<file path="src/rtl/memory_access.sv">
`default_nettype none
`timescale 1ns/1ps
// ============================================================================
// Module   : memory_access
// Brief    : RISC-V memory stage with load/store FSM and lane steering.
// Revision : 1.0
// ============================================================================
module memory_access (
    input  logic        clk,
    input  logic        rst_n,
    input  logic        valid_i,
    input  logic [31:0] instr_i,
    input  logic [31:0] alu_result_i,
    input  logic [31:0] rs2_i,
    output logic        stall_o,
    output logic        dmem_req_o,
    output logic        dmem_we_o,
    output logic [31:0] dmem_addr_o,
    output logic [3:0]  dmem_be_o,
    output logic [31:0] dmem_wdata_o,
    input  logic        dmem_gnt_i,
    input  logic        dmem_rvalid_i,
    input  logic [31:0] dmem_rdata_i,
    output logic        valid_o,
    output logic [31:0] instr_o,
    output logic [31:0] result_o,
    output logic        fault_o
);

    localparam logic [6:0] c_op_load  = 7'b0000011;
    localparam logic [6:0] c_op_store = 7'b0100011;

    typedef enum logic [1:0] {
        IDLE = 2'd0,
        REQ  = 2'd1,
        RESP = 2'd2
    } state_t;

    state_t      r_state;
    logic [31:0] r_instr;
    logic [31:0] r_addr;

    logic        w_is_load;
    logic        w_is_store;
    logic        w_f3_ok;
    logic        w_misalign;
    logic        w_fault;
    logic        w_mem_ok;
    logic [2:0]  w_funct3;
    logic [3:0]  w_be;
    logic [31:0] w_wdata;
    logic [31:0] w_shift;
    logic [31:0] w_load_data;

    assign w_funct3   = instr_i[14:12];
    assign w_is_load  = (instr_i[6:0] == c_op_load);
    assign w_is_store = (instr_i[6:0] == c_op_store);

    always_comb begin
        w_f3_ok    = 1'b0;
        w_misalign = 1'b0;
        w_be       = 4'b1111;
        w_wdata    = 32'd0;
        if (w_is_load) begin
            w_f3_ok = (w_funct3 == 3'b000) || (w_funct3 == 3'b001) || (w_funct3 == 3'b010) ||
                      (w_funct3 == 3'b100) || (w_funct3 == 3'b101);
        end else if (w_is_store) begin
            w_f3_ok = (w_funct3 == 3'b000) || (w_funct3 == 3'b001) || (w_funct3 == 3'b010);
        end
        case (w_funct3[1:0])
            2'b00: begin
                w_be = 4'b0001 << alu_result_i[1:0];
                if (w_is_store) w_wdata = {4{rs2_i[7:0]}};
            end
            2'b01: begin
                w_misalign = alu_result_i[0];
                w_be       = alu_result_i[1] ? 4'b1100 : 4'b0011;
                if (w_is_store) w_wdata = {2{rs2_i[15:0]}};
            end
            default: begin
                w_misalign = (alu_result_i[1:0] != 2'b00);
                w_be       = 4'b1111;
                if (w_is_store) w_wdata = rs2_i;
            end
        endcase
    end

    assign w_fault  = (w_is_load || w_is_store) && (!w_f3_ok || w_misalign);
    assign w_mem_ok = (w_is_load || w_is_store) && !w_fault;

    // Shifting the returned word down by the byte offset puts the selected
    // byte or halfword lane at bit 0 for every legal alignment.
    assign w_shift = dmem_rdata_i >> {r_addr[1:0], 3'b000};

    always_comb begin
        case (r_instr[14:12])
            3'b000:  w_load_data = {{24{w_shift[7]}}, w_shift[7:0]};
            3'b001:  w_load_data = {{16{w_shift[15]}}, w_shift[15:0]};
            3'b100:  w_load_data = {24'd0, w_shift[7:0]};
            3'b101:  w_load_data = {16'd0, w_shift[15:0]};
            default: w_load_data = w_shift;
        endcase
    end

    always_comb begin
        case (r_state)
            IDLE:    stall_o = valid_i && w_mem_ok;
            REQ:     stall_o = !(dmem_gnt_i && dmem_we_o);
            RESP:    stall_o = !dmem_rvalid_i;
            default: stall_o = 1'b0;
        endcase
    end

    always_ff @(posedge clk or negedge rst_n) begin
        if (!rst_n) begin
            r_state      <= IDLE;
            r_instr      <= 32'd0;
            r_addr       <= 32'd0;
            dmem_req_o   <= 1'b0;
            dmem_we_o    <= 1'b0;
            dmem_addr_o  <= 32'd0;
            dmem_be_o    <= 4'd0;
            dmem_wdata_o <= 32'd0;
            valid_o      <= 1'b0;
            instr_o      <= 32'd0;
            result_o     <= 32'd0;
            fault_o      <= 1'b0;
        end else begin
            valid_o <= 1'b0;
            case (r_state)
                IDLE: begin
                    if (valid_i) begin
                        if (w_mem_ok) begin
                            r_instr      <= instr_i;
                            r_addr       <= alu_result_i;
                            dmem_req_o   <= 1'b1;
                            dmem_we_o    <= w_is_store;
                            dmem_addr_o  <= {alu_result_i[31:2], 2'b00};
                            dmem_be_o    <= w_be;
                            dmem_wdata_o <= w_wdata;
                            r_state      <= REQ;
                        end else begin
                            valid_o  <= 1'b1;
                            instr_o  <= instr_i;
                            result_o <= w_fault ? 32'd0 : alu_result_i;
                            fault_o  <= w_fault;
                        end
                    end
                end
                REQ: begin
                    if (dmem_gnt_i) begin
                        dmem_req_o   <= 1'b0;
                        dmem_we_o    <= 1'b0;
                        dmem_addr_o  <= 32'd0;
                        dmem_be_o    <= 4'd0;
                        dmem_wdata_o <= 32'd0;
                        if (dmem_we_o) begin
                            valid_o  <= 1'b1;
                            instr_o  <= r_instr;
                            result_o <= r_addr;
                            fault_o  <= 1'b0;
                            r_state  <= IDLE;
                        end else begin
                            r_state  <= RESP;
                        end
                    end
                end
                RESP: begin
                    if (dmem_rvalid_i) begin
                        valid_o  <= 1'b1;
                        instr_o  <= r_instr;
                        result_o <= w_load_data;
                        fault_o  <= 1'b0;
                        r_state  <= IDLE;
                    end
                end
                default: r_state <= IDLE;
            endcase
        end
    end

endmodule
`default_nettype wire

</file>
<file path="config.mk">
export PLATFORM = sky130hd
export DESIGN_NAME = memory_access
export DESIGN_NICKNAME = d
export VERILOG_FILES = /design/src/rtl/memory_access.sv
export SDC_FILE = /design/constraint.sdc
export NUM_CORES = 1
export LEC_CHECK = 0
export BUFFER_PORTS_ARGS = -buffer_cell sky130_fd_sc_hd__buf_4
export CORE_ASPECT_RATIO = 0.5
export CORE_MARGIN = 1
export CORE_UTILIZATION = 50
export CTS_CLUSTER_SIZE = 25
export DETAILED_ROUTE_END_ITERATION = 16
export GPL_ROUTABILITY_DRIVEN = 0
export PLACE_DENSITY = 0.77
export SLEW_MARGIN = 20
export SYNTH_ARGS = -nofsm -noshare
export SYNTH_HDL_FRONTEND = slang
export SYNTH_SLANG_ARGS = --single-unit
</file>
<file path="constraint.sdc">
create_clock -name clk -period 2.5 [get_ports clk]
set_input_delay 0 -clock clk [delete_from_list [all_inputs] [get_ports clk]]
set_output_delay 0 -clock clk [all_outputs]
set_load 0.01 [all_outputs]
</file>
==> impl_results.html <==
<table>
<tr><th>Metric</th><th>Value</th></tr>
<tr><th colspan="2">Run status</th></tr>
<tr><td>Status</td><td>finished, final reports clean</td></tr>
<tr><th colspan="2">Worst hold path</th></tr>
<tr><td>Hold Path Class</td><td>input port to flop</td></tr>
<tr><td>Cell count of the worst hold path</td><td>4</td></tr>
<tr><th colspan="2">Setup path</th></tr>
<tr><td>Critical path class</td><td>flop to primary output</td></tr>
<tr><td>Highest fanout seen on the critical path</td><td>67</td></tr>
<tr><td>Data arrival time of the worst path</td><td>2.35 ns</td></tr>
<tr><td>R2r worst-path depth</td><td>8</td></tr>
<tr><td>Required arrival time at the worst endpoint</td><td>2.50 ns</td></tr>
<tr><td>Element type at the critical path start</td><td>flop</td></tr>
<tr><td>Endpoint class of the critical path</td><td>primary output</td></tr>
<tr><th colspan="2">Run</th></tr>
<tr><td>Count of max-cap constraint violations</td><td>0</td></tr>
<tr><th colspan="2">Floorplan</th></tr>
<tr><td>Standard-cell row count</td><td>35</td></tr>
<tr><td>Starting density of the core</td><td>about 52%</td></tr>
<tr><td>Die Height</td><td>about 100 µm</td></tr>
<tr><td>Die Area</td><td>just over 20000 µm²</td></tr>
<tr><td>Area inside the core boundary</td><td>around 19000 µm²</td></tr>
<tr><td>Width of the die</td><td>approximately 200 µm</td></tr>
<tr><td>I/O pin count</td><td>270</td></tr>
<tr><th colspan="2">Timing</th></tr>
<tr><td>Final setup TNS</td><td>0 ns</td></tr>
<tr><td>Post-route clock skew</td><td>0.00980 ns</td></tr>
<tr><td>Number of setup violations in the final report</td><td>0</td></tr>
<tr><td>Setup repair after global routing missed its margin</td><td>no</td></tr>
<tr><td>Remaining max-slew budget at the tightest pin</td><td>a little under half</td></tr>
<tr><td>Transition at the pin with the smallest max-transition slack</td><td>0.797 ns</td></tr>
<tr><td>Final clock period utilization by the worst path</td><td>between 90% and 100%</td></tr>
<tr><td>Minimum hold slack</td><td>about 0.015 ns</td></tr>
<tr><td>Fmax</td><td>roughly 430 MHz</td></tr>
<tr><td>Minimum clock period</td><td>2.35 ns</td></tr>
<tr><td>Worst path setup slack after routing</td><td>~0.15 ns</td></tr>
<tr><td>Final Hold Vio Count</td><td>0</td></tr>
<tr><td>Number of pins exceeding their max-slew limit in the final report</td><td>0</td></tr>
<tr><th colspan="2">Routing</th></tr>
<tr><td>Pre-antenna DRT Iters</td><td>5</td></tr>
<tr><td>Remaining DRCs</td><td>0</td></tr>
<tr><td>Routed WL per cell</td><td>between 20 and 25 µm</td></tr>
<tr><td>Iteration-0 DRC Markers</td><td>817</td></tr>
<tr><td>Average vias per placed instance</td><td>~6.0</td></tr>
<tr><td>Routed WL</td><td>a little over 30000 µm</td></tr>
<tr><td>Detail Route Antenna Nets</td><td>0</td></tr>
<tr><td>Via count of the routed design</td><td>roughly 8800</td></tr>
<tr><th colspan="2">Layout</th></tr>
<tr><td>Post-layout net count</td><td>1346</td></tr>
<tr><td>Diode insertion count for antenna repair</td><td>0</td></tr>
<tr><td>Area taken by multi-input logic gates</td><td>approximately 4600 µm²</td></tr>
<tr><td>Fraction of final layout cells with drive strength greater than 1</td><td>a little over a third</td></tr>
<tr><td>Layout overhead on the synthesized area</td><td>39.7%</td></tr>
<tr><td>Register area</td><td>around 5000 µm²</td></tr>
<tr><td>Number of fillers in the final layout</td><td>approximately 1300</td></tr>
<tr><th colspan="2">Yosys</th></tr>
<tr><td>Synth unique cells</td><td>just under 60</td></tr>
<tr><td>YS warnings</td><td>0</td></tr>
<tr><td>Flip-flop cell with the highest count after synthesis</td><td>dfrtp_1</td></tr>
<tr><td>Number of synthesized flops with an enable pin</td><td>0</td></tr>
<tr><td>Asr flop ratio synth</td><td>100%</td></tr>
<tr><td>Proportion of synthesized chip area in sequential cells</td><td>50.6%</td></tr>
<tr><td>Post-synth design cell area</td><td>9890 µm²</td></tr>
<tr><td>Number of instances in the synthesized netlist</td><td>867</td></tr>
<tr><td>Post-synthesis area per instance</td><td>11.4 µm²</td></tr>
<tr><td>Flip-flop and latch count after synthesis</td><td>200</td></tr>
<tr><th colspan="2">Global routing</th></tr>
<tr><td>Global-route wire length before repair</td><td>between 40000 and 50000 µm</td></tr>
<tr><td>Congestion Overflow GR</td><td>0</td></tr>
<tr><td>Pin count of the biggest net entering global routing</td><td>95</td></tr>
<tr><td>Via count of the first global-routing pass</td><td>8860</td></tr>
<tr><td>Initial antenna violation count</td><td>0</td></tr>
<tr><td>Total GRT Usage</td><td>30.6%</td></tr>
<tr><th colspan="2">Clock network</th></tr>
<tr><td>Clock Path Buffers</td><td>2</td></tr>
<tr><td>TritonCTS clock tree</td><td>built</td></tr>
<tr><td>Root Buffer Master</td><td>clkbuf_16</td></tr>
<tr><td>Number of clock sinks</td><td>200</td></tr>
<tr><td>Post-CTS resize count</td><td>0</td></tr>
<tr><td>CTS clock-pin slew for the worst setup and hold paths</td><td>about 0.07 ns</td></tr>
<tr><td>Htree depth</td><td>4</td></tr>
<tr><td>Worst skew pair latency</td><td>between 0.4 and 0.5 ns</td></tr>
<tr><td>Number of buffers added by the clock tree synthesis step</td><td>17</td></tr>
<tr><th colspan="2">Power</th></tr>
<tr><td>Worst vdd ir</td><td>approximately 640 µV</td></tr>
<tr><td>Leak</td><td>0.00653 µW</td></tr>
<tr><td>Overall power after layout</td><td>12200 µW</td></tr>
<tr><td>Power per cell area</td><td>881 nW/µm²</td></tr>
<tr><th colspan="2">Placed design</th></tr>
<tr><td>Number of port buffers</td><td>267</td></tr>
<tr><td>Placed wire-length estimate</td><td>between 20000 and 25000 µm</td></tr>
<tr><td>Post-place setup slack</td><td>between 0.09 and 0.1 ns</td></tr>
</table>
-- state kept, by name, summed over array words and instances, names as in the netlist --
| name | flops |
|---|---|
| dmem_req_o | 1 |
| instr_o | 32 |
| r_instr | 32 |
| r_addr | 32 |
| dmem_addr_o | 30 |
| r_state | 2 |
| valid_o | 1 |
| dmem_be_o | 4 |
| dmem_we_o | 1 |
| dmem_wdata_o | 32 |
| result_o | 32 |
| fault_o | 1 |
-- worst max-delay path: stages (launching register included) --
cell       delay, ns
dfrtp_1         0.42
inv_1           0.14
ha_4            0.20
and2_1          0.21
o2111ai_4       0.18
buf_12          0.28
a21oi_1         0.28
buf_4           0.17
-- layer usage --
metal | vias up | track usage (%) | wire length [µm]
li1 | 3904 | - | -
met5 | - | 0 | 0
met4 | 0 | 12.2 | 811
met1 | 4413 | 41.1 | 13100
met3 | 59 | 6.31 | 2290
met2 | 436 | 49.3 | 14700
-- cell families (layout without fill, tap and decap cells) --
logic type / Yosys count / after routing / synth area share (%)
compound gates: 262 / 262 / 18.8
flops: 200 / 200 / 50.6
mux: 163 / 163 / 17.9
simple gates: 144 / 144 / 8.02
buf+inv: 93 / 445 / 4.16
fa+ha+maj: 4 / 4 / 0.506
other cells: 1 / 2 / 0.0379
-- cells in the mapped netlist (4+ instances only) --
cell type / n / area (µm²)
dfrtp_1: 200 / 5000
a21oi_1: 90 / 450
mux2_2: 90 / 1010
mux2i_1: 69 / 691
clkbuf_1: 43 / 161
nor2b_1: 35 / 219
nand2_1: 32 / 120
a22o_1: 31 / 272
nor2_1: 29 / 109
o2bb2ai_1: 23 / 201
a31oi_1: 22 / 138
buf_2: 20 / 100
inv_1: 17 / 63.8
o211ai_1: 16 / 120
o22ai_1: 16 / 100
nand2b_1: 13 / 81.3
a221oi_1: 9 / 78.8
o211a_1: 9 / 90.1
and2_1: 8 / 50.1
nand3b_1: 8 / 60.1
o32ai_1: 8 / 70.1
o41ai_1: 8 / 70.1
buf_1: 6 / 22.5
or2_2: 6 / 37.5
o21ai_0: 5 / 25.0
o221ai_1: 5 / 43.8
buf_6: 4 / 45.0
ha_1: 4 / 50.1
-- stage by stage --
stage	std cells	util (%)	area, µm²
floorplan	868	-	9900
global placement	1350	64.8	12200
detailed placement	1350	64.9	12200
CTS	1478	73.2	13800
global route	1479	73.2	13800
finish	1479	73.2	13800
-- timing repair --
| item | CTS | global route |
|---|---|---|
| hold endpoints to repair | 272 | 0 |
| hold buffers | 98 | 0 |
| setup endpoints to repair | 0 | 50 |
| buffers inserted | 0 | 1 |
-- placed cells by master, fill, tap and decap left out, drive strengths merged, types with 3 or more instances in the layout --
master       count
a21oi           90
a221oi          10
a22o            31
a31oi           22
and2             8
buf            298
bufinv           3
clkbuf          21
clkinv           4
dfrtp          200
dlygate4sd3     98
ha               4
inv             19
mux2            92
mux2i           69
nand2           32
nand2b          13
nand3b           8
nor2            29
nor2b           35
o211a            9
o211ai          18
o21ai            5
o221ai           5
o22ai           16
o2bb2ai         23
o32ai            8
o41ai            8
or2              7
-- layout make-up --
class / instances / area share [%]
Clock buffer: 20 / 3.23
Clock inverter: 10 / 1.05
Inverter: 18 / 0.489
Multi-Input combinational cell: 575 / 32.9
Sequential cell: 200 / 36.2
Tap cell: 259 / 2.34
Timing Repair Buffer: 397 / 23.7
-- path summary, 6_finish.rpt --
kind	start	end	slack (ns)
setup / recovery	r_state[1]	stall_o	0.15
hold / removal	valid_i	valid_o	0.02
setup reg to reg	r_state[0]	result_o[7]	0.16
hold reg to reg	r_instr[0]	r_instr[0]	0.48
max in group asynchronous	rst_n	r_addr[11]	1.51
min in group asynchronous	rst_n	dmem_wdata_o[6]	0.22
-- report_power, final --
group          switching (µW)  internal, µW  leakage (µW)
logic                    2390          2340       0.00367
clock network            1260          1600      0.000283
registers                 550          4040       0.00257
total                    4200          7980       0.00653
Power figures use the tool's default switching activity.
